File: src/rtl/riscy_io_pkg.sv
// Shared register map, event word layout and STATUS field layout for the
// button event port and its software-visible registers.
package riscy_io_pkg;

    localparam int NUM_BUTTONS = 3;

    typedef enum logic [2:0] {
        OFF_STATE  = 3'b100,
        OFF_EVENT  = 3'b101,
        OFF_STATUS = 3'b110,
        OFF_CTRL   = 3'b111
    } reg_off_e;

    localparam int EVT_VALID_BIT = 31;
    localparam int EVT_PRESS_BIT = 2;
    localparam int EVT_IDX_LSB   = 0;
    localparam int EVT_IDX_W     = 2;
    localparam int EVT_TS_LSB    = 8;
    localparam int EVT_TS_W      = 16;

    localparam int STATUS_COUNT_LSB = 4;
    localparam int STATUS_COUNT_W   = 4;
    localparam int STATUS_OVF_BIT   = 0;
    localparam int CTRL_IRQ_EN_BIT  = 0;

    function automatic logic [31:0] make_event(input logic [EVT_IDX_W-1:0] idx,
                                               input logic                 press,
                                               input logic [EVT_TS_W-1:0]  ts);
        logic [31:0] w;
        w = '0;
        w[EVT_VALID_BIT]                = 1'b1;
        w[EVT_PRESS_BIT]                = press;
        w[EVT_IDX_LSB +: EVT_IDX_W]     = idx;
        w[EVT_TS_LSB +: EVT_TS_W]       = ts;
        return w;
    endfunction

endpackage

File: src/rtl/button_event_port_if.sv
// Register bus between the IO region decoder (master) and the button event port (slave).
interface button_event_port_if;
    logic        SEL;
    logic [31:0] ADDR;
    logic [31:0] WDATA;
    logic [4:0]  WMASK;
    logic        RD;
    logic [31:0] rdata;

    modport master (output SEL, ADDR, WDATA, WMASK, RD, input rdata);
    modport slave  (input SEL, ADDR, WDATA, WMASK, RD, output rdata);
endinterface

File: src/rtl/button_debouncer.sv
// Two-flop synchronizer plus counter debounce for one button; emits one-cycle
// registered pulses when the accepted (stable) level rises or falls.
module button_debouncer #(
    parameter int DEBOUNCE_CYCLES = 1000
) (
    input  logic clk,
    input  logic rst_n,
    input  logic btn_async,
    output logic stable,
    output logic rise,
    output logic fall
);
    localparam int CNT_W = $clog2(DEBOUNCE_CYCLES + 1);
    localparam logic [CNT_W-1:0] CNT_LAST = CNT_W'(DEBOUNCE_CYCLES - 1);

    logic             sync1_reg;
    logic             sync2_reg;
    logic             stable_reg;
    logic             rise_reg;
    logic             fall_reg;
    logic [CNT_W-1:0] cnt_reg;
    logic             differs;
    logic             accept;

    assign differs = (sync2_reg != stable_reg);
    // The new level is taken on the Nth consecutive differing cycle.
    assign accept  = differs && (cnt_reg == CNT_LAST);

    always_ff @(posedge clk or negedge rst_n) begin
        if (!rst_n) begin
            sync1_reg  <= 1'b0;
            sync2_reg  <= 1'b0;
            stable_reg <= 1'b0;
            rise_reg   <= 1'b0;
            fall_reg   <= 1'b0;
            cnt_reg    <= '0;
        end else begin
            sync1_reg <= btn_async;
            sync2_reg <= sync1_reg;
            rise_reg  <= accept & sync2_reg;
            fall_reg  <= accept & ~sync2_reg;
            if (accept) begin
                stable_reg <= sync2_reg;
                cnt_reg    <= '0;
            end else if (differs) begin
                cnt_reg <= cnt_reg + 1'b1;
            end else begin
                cnt_reg <= '0;
            end
        end
    end

    assign stable = stable_reg;
    assign rise   = rise_reg;
    assign fall   = fall_reg;
endmodule

File: src/rtl/button_event_port.sv
// Debounced three-button event port with an event FIFO and STATE/EVENT/STATUS/CTRL registers.
// Optional macro BUTTON_EVENT_TIMESTAMP_EN stamps each event with a 16-bit cycle counter.
module button_event_port
    import riscy_io_pkg::*;
#(
    parameter int DEBOUNCE_CYCLES = 1000,
    parameter int FIFO_DEPTH      = 4
) (
    input  logic                      CLK,
    input  logic                      RESET_N,
    input  logic [NUM_BUTTONS-1:0]    BUTTONS,
    button_event_port_if.slave        bus,
    output logic                      irq
);
    localparam int PTR_W = $clog2(FIFO_DEPTH);
    localparam int CNT_W = PTR_W + 1;

    logic [NUM_BUTTONS-1:0] stable;
    logic [NUM_BUTTONS-1:0] rise;
    logic [NUM_BUTTONS-1:0] fall;

    for (genvar gi = 0; gi < NUM_BUTTONS; gi++) begin : g_deb
        button_debouncer #(.DEBOUNCE_CYCLES(DEBOUNCE_CYCLES)) u_deb (
            .clk       (CLK),
            .rst_n     (RESET_N),
            .btn_async (BUTTONS[gi]),
            .stable    (stable[gi]),
            .rise      (rise[gi]),
            .fall      (fall[gi])
        );
    end

    logic [NUM_BUTTONS-1:0] pend_press_reg;
    logic [NUM_BUTTONS-1:0] pend_rel_reg;
    logic [NUM_BUTTONS-1:0] grant_oh;
    logic [EVT_IDX_W-1:0]   grant_idx;
    logic                   grant_any;
    logic                   grant_press;

    // Lowest button index wins; a button with both edges pending reports its press first.
    always_comb begin
        grant_oh    = '0;
        grant_idx   = '0;
        grant_any   = 1'b0;
        grant_press = 1'b0;
        for (int i = NUM_BUTTONS - 1; i >= 0; i--) begin
            if (pend_press_reg[i] || pend_rel_reg[i]) begin
                grant_oh    = '0;
                grant_oh[i] = 1'b1;
                grant_idx   = EVT_IDX_W'(i);
                grant_any   = 1'b1;
                grant_press = pend_press_reg[i];
            end
        end
    end

    logic [EVT_TS_W-1:0] ts_now;
`ifdef BUTTON_EVENT_TIMESTAMP_EN
    logic [EVT_TS_W-1:0] ts_reg;
    always_ff @(posedge CLK or negedge RESET_N) begin
        if (!RESET_N) ts_reg <= '0;
        else          ts_reg <= ts_reg + 1'b1;
    end
    assign ts_now = ts_reg;
`else
    assign ts_now = '0;
`endif

    logic [31:0] event_word;
    assign event_word = make_event(grant_idx, grant_press, ts_now);

    logic [31:0]      mem [FIFO_DEPTH];
    logic [PTR_W-1:0] wr_ptr_reg;
    logic [PTR_W-1:0] rd_ptr_reg;
    logic [CNT_W-1:0] count_reg;
    logic             ovf_reg;
    logic             irq_en_reg;
    logic [31:0]      rdata_reg;

    logic [2:0] offset;
    logic       rd_hit;
    logic       wr_hit;
    logic       fifo_empty;
    logic       fifo_full;
    logic       pop;
    logic       push;
    logic       do_write;
    logic       ovf_set;

    assign offset     = bus.ADDR[4:2];
    assign rd_hit     = bus.SEL & bus.RD;
    assign wr_hit     = bus.SEL & bus.WMASK[0];
    assign fifo_empty = (count_reg == '0);
    assign fifo_full  = (count_reg == CNT_W'(FIFO_DEPTH));
    assign pop        = rd_hit && (offset == OFF_EVENT) && !fifo_empty;
    assign push       = grant_any;
    // A pop in the same cycle frees the slot, so a full FIFO still accepts the push.
    assign do_write   = push && (!fifo_full || pop);
    assign ovf_set    = push && fifo_full && !pop;

    always_ff @(posedge CLK) begin
        if (do_write) mem[wr_ptr_reg] <= event_word;
    end

    logic [31:0] rd_data_next;
    always_comb begin
        rd_data_next = '0;
        case (offset)
            OFF_STATE:  rd_data_next[NUM_BUTTONS-1:0] = stable;
            OFF_EVENT:  rd_data_next = fifo_empty ? 32'd0 : mem[rd_ptr_reg];
            OFF_STATUS: begin
                rd_data_next[STATUS_COUNT_LSB +: STATUS_COUNT_W] = STATUS_COUNT_W'(count_reg);
                rd_data_next[STATUS_OVF_BIT]                     = ovf_reg;
            end
            OFF_CTRL:   rd_data_next[CTRL_IRQ_EN_BIT] = irq_en_reg;
            default:    rd_data_next = '0;
        endcase
    end

    always_ff @(posedge CLK or negedge RESET_N) begin
        if (!RESET_N) begin
            pend_press_reg <= '0;
            pend_rel_reg   <= '0;
            wr_ptr_reg     <= '0;
            rd_ptr_reg     <= '0;
            count_reg      <= '0;
            ovf_reg        <= 1'b0;
            irq_en_reg     <= 1'b0;
            rdata_reg      <= '0;
        end else begin
            // A granted edge is consumed whether it was stored or dropped on overflow.
            pend_press_reg <= (pend_press_reg & ~(grant_press  ? grant_oh : '0)) | rise;
            pend_rel_reg   <= (pend_rel_reg   & ~(!grant_press ? grant_oh : '0)) | fall;

            if (do_write) wr_ptr_reg <= wr_ptr_reg + 1'b1;
            if (pop)      rd_ptr_reg <= rd_ptr_reg + 1'b1;
            case ({do_write, pop})
                2'b10:   count_reg <= count_reg + 1'b1;
                2'b01:   count_reg <= count_reg - 1'b1;
                default: count_reg <= count_reg;
            endcase

            if (ovf_set)
                ovf_reg <= 1'b1;
            else if (wr_hit && (offset == OFF_STATUS) && bus.WDATA[STATUS_OVF_BIT])
                ovf_reg <= 1'b0;

            if (wr_hit && (offset == OFF_CTRL))
                irq_en_reg <= bus.WDATA[CTRL_IRQ_EN_BIT];

            if (rd_hit) rdata_reg <= rd_data_next;
        end
    end

    assign bus.rdata = rdata_reg;
    assign irq       = irq_en_reg & ~fifo_empty;

    logic unused_bits;
    assign unused_bits = ^{bus.ADDR[31:5], bus.ADDR[1:0], bus.WDATA[31:1], bus.WMASK[4:1]};
endmodule
File: src/flat_wrapper.sv
// flat-port wrapper written by rule: the top's interface ports become plain ports
module button_event_port_flat import riscy_io_pkg::*;
#(
    parameter int DEBOUNCE_CYCLES = 1000,
    parameter int FIFO_DEPTH      = 4
)
  (CLK, RESET_N, BUTTONS, irq, bus_SEL, bus_ADDR, bus_WDATA, bus_WMASK, bus_RD, bus_rdata);
  button_event_port_if bus_i ();
  input  logic CLK;
  input  logic RESET_N;
  input  logic [NUM_BUTTONS-1:0] BUTTONS;
  output logic irq;
  input wire logic [$bits(bus_i.SEL)-1:0] bus_SEL;
  input wire logic [$bits(bus_i.ADDR)-1:0] bus_ADDR;
  input wire logic [$bits(bus_i.WDATA)-1:0] bus_WDATA;
  input wire logic [$bits(bus_i.WMASK)-1:0] bus_WMASK;
  input wire logic [$bits(bus_i.RD)-1:0] bus_RD;
  output wire logic [$bits(bus_i.rdata)-1:0] bus_rdata;
  assign bus_i.SEL = bus_SEL;
  assign bus_i.ADDR = bus_ADDR;
  assign bus_i.WDATA = bus_WDATA;
  assign bus_i.WMASK = bus_WMASK;
  assign bus_i.RD = bus_RD;
  assign bus_rdata = bus_i.rdata;
  button_event_port #(.DEBOUNCE_CYCLES(DEBOUNCE_CYCLES), .FIFO_DEPTH(FIFO_DEPTH)) u_core (.CLK(CLK), .RESET_N(RESET_N), .BUTTONS(BUTTONS), .bus(bus_i), .irq(irq));
endmodule
File: config.mk
export PLATFORM = sky130hd
export DESIGN_NAME = button_event_port_flat
export DESIGN_NICKNAME = d
export VERILOG_FILES = /design/src/rtl/riscy_io_pkg.sv /design/src/rtl/button_event_port_if.sv /design/src/rtl/button_debouncer.sv /design/src/rtl/button_event_port.sv /design/src/flat_wrapper.sv
export SDC_FILE = /design/constraint.sdc
export NUM_CORES = 1
export LEC_CHECK = 0
export ABC_AREA = 0
export ABC_CLOCK_PERIOD_IN_PS = 2300
export CORE_MARGIN = 2
export CORE_UTILIZATION = 43
export CTS_CLUSTER_DIAMETER = 50
export DETAILED_ROUTE_END_ITERATION = 8
export PLACE_DENSITY = 0.77
export SYNTH_ARGS = -nofsm -noshare
export SYNTH_HDL_FRONTEND = slang
export SYNTH_SLANG_ARGS = --single-unit
File: constraint.sdc
create_clock -name CLK -period 2.3 [get_ports CLK]
set_input_delay 0.345 -clock CLK [delete_from_list [all_inputs] [get_ports CLK]]
set_output_delay 0.345 -clock CLK [all_outputs]
set_load 0.1 [all_outputs]
After elaboration in Yosys (flattened, before gate mapping)
Memory sizes are Yosys's and may differ from the RTL's.
Index checks and enable logic that the tools add are counted.

operators by class
  muxes and demuxes = 31
  equal/unequal tests = 13
  reductions and logical operators = 21
  bitwise operators = 19
  $add $sub $neg = 7

operators with widths
  kind                     number
  $mux W10                 6
  $mux W32                 1
  $add A10 B1 Y10 const B  3
  $eq A10 B10 Y1 const B   3
  $mux W24                 1
  $eq A3 B3 Y1 const B     5
  $mux W3                  5
  $logic_and A1 B1 Y1      11
  $mux W1                  11
  $and A1 B1 Y1            9
  $pmux W4 S2              1
  $and A3 B3 Y3            2
  $mux W2                  3
  $not A3 Y3               2
  $or A3 B3 Y3             2
  $pmux W3 S2              1
  $add A2 B1 Y2 const B    2
  $logic_or A1 B1 Y1       4
  $not A1 Y1               4
  $pmux W1 S4              1
  $pmux W2 S2              1
  $reduce_bool A2 Y1       2
  $add A3 B1 Y3 const B    1
  $logic_not A1 Y1         3
  5 further kinds          7

word-level totals
  memories = 1
  output and inout bits = 33
  input bits = 76
  flip-flop bits (word level) = 92
  logic and storage cells = 118
  RAM bits = 12

memories
  memory      words  width  read ports  clocked after memory_dff  write ports  line                     RTL
  u_core.mem  4      3      1           0                         1            button_event_port.sv:72  logic [31:0] mem [FIFO_DEPTH];

Logic depth before layout (Yosys ltp)
  word-level depth = 8
  depth in mapped cells = 8

By module
A second synthesis with hierarchy kept.

unflattened totals
  cells, all modules = 337
  area, all modules = 3814.9 um2

by module, submodules not included
  module             times used  cells each  area each (um2)  seq. area each (um2)
  button_debouncer   3           61          678.2            375.4
  button_event_port  1           154         1780.5           910.9

Worst setup path before layout
Ideal clock, no wire load.

  path type = register to register
  start point = register u_core.pend_press_reg[1]
  end point = register u_core.count_reg[1]
  path slack = 62 ps
  stages on the path, launching flop included = 7
  arrival = 2112 ps
  period minus slack after synthesis = 2238 ps
  data required time = 2174 ps
  path buffers = 0
  cell sequence = dfrtp_1 -> or4_4 -> nor3_4 -> nand2_1 -> fa_1 -> a211oi_2 -> a311o_1

between the ends
  cells in the longest elaborated chain, start to end = 6

ends and longest elaborated chain
  what                                                      line                      RTL
  from (decl)                                               button_event_port.sv:33   logic [NUM_BUTTONS-1:0] pend_press_reg;
  from (signal assigned)                                    button_event_port.sv:132  pend_press_reg <= (pend_press_reg & ~(grant_press ? grant_oh : '0)) | rise;
  $logic_or A1 B1 Y1 (*)                                    button_event_port.sv:47   if (pend_press_reg[i] || pend_rel_reg[i]) begin
  $mux W1 (*) (2 in series)                                 button_event_port.sv:47
  $logic_and A1 B1 Y1 (*)                                   button_event_port.sv:98   assign do_write = push && (!fifo_full || pop);
  $eq A2 B1 Y1 / $eq A2 B2 Y1 (equally long branches)       button_event_port.sv:137  case ({do_write, pop})
  $pmux W3 S2 / $reduce_bool A2 Y1 (equally long branches)  -
  to (signal assigned)                                      button_event_port.sv:138  2'b10: count_reg <= count_reg + 1'b1;
  to (signal assigned)                                      button_event_port.sv:139  2'b01: count_reg <= count_reg - 1'b1;
  to (signal assigned)                                      button_event_port.sv:140  default: count_reg <= count_reg;
  to (decl)                                                 button_event_port.sv:75   logic [CNT_W-1:0] count_reg;

Mark *: on every way between the ends. The rest lies on a longest branch, timed or not.
A chain may end at the register's enable or synchronous reset.

Worst setup path after layout
  start point = register u_core.pend_press_reg[0]
  end point = register u_core.count_reg[1]

between the ends
  cells in the longest elaborated chain, start to end = 5

ends and longest elaborated chain
  what                                                      line
  $logic_or A1 B1 Y1 (*)                                    button_event_port.sv:47
  $mux W1 (*)                                               button_event_port.sv:47
  $logic_and A1 B1 Y1 (*)                                   button_event_port.sv:98
  $eq A2 B1 Y1 / $eq A2 B2 Y1 (equally long branches)       button_event_port.sv:137
  $pmux W3 S2 / $reduce_bool A2 Y1 (equally long branches)  -

Marked as above.

==> results.yml <==
detailed_routing:
  vias: 2467
  dr.pass1.iters: 4
  dr.first_iter.drc_count: 132
  ant_nets: 0
  wire_per_inst_um: 12.6
  routed_via_density: 5.07
  met3_length_um: 336
  wl_met2_um: 2960
  drc: 0
  met1_length_um: 2810
  drt-total-wl_um: 6140
  routed.top_layer: "met4"
setup_path:
  crit_required_ps: 2530
  end_kind: "flip-flop"
  cp_data_arrival_time_ps: 2430
  regToRegEndpoint: "u_core.count_reg[1]"
  reg2reg_slack_ps: 90
  crit_chain: "or4_4 > nor3_4 > nand2_2 > fa_1 > a211oi_2 > a311o_1"
  r2r.worst_path.cells: 6
  crit_family: "simple AND/OR/NAND/NOR gates"
  timing.rr.start: "u_core.pend_press_reg[0]"
  startpoint_type: "flip-flop"
  cp_num_buf_inv: 0
  crit_path_end: "u_core.count_reg[1]"
  critPathKind: "reg -> reg"
  cp_slowest_stage_delay_ps: 580
  startpoint: "u_core.pend_press_reg[0]"
  cp_slowest_cell: "or4_4"
  path_depth: 6
  cp_max_fo: 5
sta:
  relSlewSlack_pct: 57.6
  tightest_slew_ps: 636
  fin_crit_sh_pct: 96.1
  rsz0062_at_grt: "true"
  final.min_clock_period_ps: 2210
  finalHoldViolations: 0
  setup_tns_ps: 0
  fin_hold_ws_ps: 23.4
  setup_viol: 0
  max_freq_mhz: 453
  fin_worst_skew_ps: 4.88
  slew_viol_final: 0
final_layout:
  drive_gt1_share_pct: 15.2
  largest_reg_flops: 30
  utilization_pct: 50.8
  multi_input_area_um2: 1530
  fin_nets: 461
  n_fill_cell: 736
  design_area_um2: 4220
  diodes: 0
  seqCellArea_um2: 2040
  area_delta_synth_final_pct: 13.2
logic_synthesis:
  ys.flop_type: "dfrtp_1"
  yosysSeqAreaShare_pct: 54.7
  netlist_area_um2: 3720
  ys_warn_count: 0
  avgSynthCellArea_um2: 11.0
  netlist_instances: 339
  yosysTopAreaCellShare_pct: 45.0
  synthTopCellsByArea: "dfrtp_1, edfxtp_1, buf_4"
  async_reset_ff_share_pct: 84.8
  synth_common_cells: "dfrtp_1, nor2_1, nand2_1"
  yosys.area.top_type: "dfrtp_1"
  synth_seq_cells: 79
  synth-edff-count: 12
  synth.most_common_cell: "dfrtp_1"
  ys_types: 49
global_route:
  grt_pass1_wl_um: 10800
  grt_use_total_pct: 13.9
  grt_pass1_vias: 2429
  antenna_found_initial: 0
  grt_max_degree: 29
  gr-total-overflow: 0
placed_design:
  routabilityCongestion: 0.813
  hpwl_um: 4480
  dpl-instance-area_um2: 4020
  port_buffers: 19
clocking:
  ctsHoldBuffers: 0
  post_cts.repair.setup_buffers: 0
  cts_root_buf: "clkbuf_8"
  cts_sinks: 79
  path_clk_slew_ps: 80
  clock_latency_ps: 340
  cts_inserted_buffers: 9
  htree_levels: 3
  clk_path_buf_depth: 2
  cts_tree: "done"
floorplan:
  die_x_um: 97.1
  io_pins: 109
  rows: 33
  core-area_um2: 8300
  die_area_um2: 9420
  die_y_um: 97.1
  initial_utilization_pct: 44.9
job:
  max_cap_violations: 0
status:
  status: "finished, final reports clean"
power:
  p_leak_nw: 1.94
  pwr_density_cell_nw_per_um2: 727
  worst_ir_drop_vdd_mv: 0.413
hold_path:
  worstHoldPathType: "in -> async"
==> stage by stage <==
step           setup slack (ps)  total power [mW]  std cells
2_1_floorplan              61.6              2.02        363
3_3_place_gp              -62.6              2.09        471
3_5_place_dp               -110              2.11        471
4_1_cts                    44.8              3.09        487
5_1_grt                   -33.8              3.21        487
6_report                   90.8              3.06        487
==> cells in the final DEF (no fill, tap or decap), types with 9 or more instances in the layout <==
cell type        instances
buf_4                   23
and3_1                  10
clkbuf_8                 9
edfxtp_1                12
xor2_1                  12
dfrtp_1                 67
nand2_1                 28
clkdlybuf4s50_1         10
nand3_1                 13
xnor2_1                 11
o21ai_0                 16
a21oi_1                 15
conb_1                  25
nor2_1                  34
==> timing repair <==
action | 4_1_cts | 5_1_grt
endpoints found under the setup margin | 2 | 2
pin swaps | 1 | 1
gates resized for setup | 1 | 2
==> worst min path at each step <==
stage | start | endpoint | slack (ps) | cells past startpoint
finish | RESET_N | u_core.g_deb[2].u_deb.cnt_reg[1] | 20 | 1
global route | RESET_N | u_core.g_deb[2].u_deb.cnt_reg[1] | 60 | 1
CTS | RESET_N | u_core.g_deb[2].u_deb.cnt_reg[1] | 20 | 1
detailed placement | u_core.g_deb[0].u_deb.sync1_reg | u_core.g_deb[0].u_deb.sync2_reg | 340 | 0
global placement | u_core.g_deb[1].u_deb.sync1_reg | u_core.g_deb[1].u_deb.sync2_reg | 330 | 0
floorplan | RESET_N | u_core.bus.rdata[0] | 50 | 0
==> layer usage <==
layer | vias up | track usage [%]
met2 | 66 | 22.6
met3 | 5 | 4.03
met4 | 0 | 4.23
met1 | 1194 | 18.0
met5 | - | 0
li1 | 1202 | -
==> kinds of logic (layout without fill, tap and decap cells) <==
kind of cell,after synthesis,in the layout,share of synthesized area [%]
AO/OA/AOI/OAI,47,47,7.63
buffers and inverters,40,59,6.85
multiplexers,9,9,3.60
other,1,25,0.101
AND/OR/NAND/NOR,132,132,18.8
XOR/XNOR,23,23,5.41
flip-flops,79,79,54.7
adder cells (fa/ha/maj),8,8,2.89
==> power breakdown <==
part	internal (mW)	switching, mW	leakage (nW)
Sequential	1.48	0.0715	1.04
Clock	0.498	0.478	0.0960
Combinational	0.140	0.398	0.805
==> final cells by class <==
cell class                 instances  area share (%)
tap                              105            3.12
clock inverter                     6            1.45
sequential                        79            48.3
multi-input combinational        244            36.3
clock buffer                      10            3.03
inverter                           8           0.712
timing repair buffer              35            7.06
Note: power is estimated with default switching activity, not from simulation.
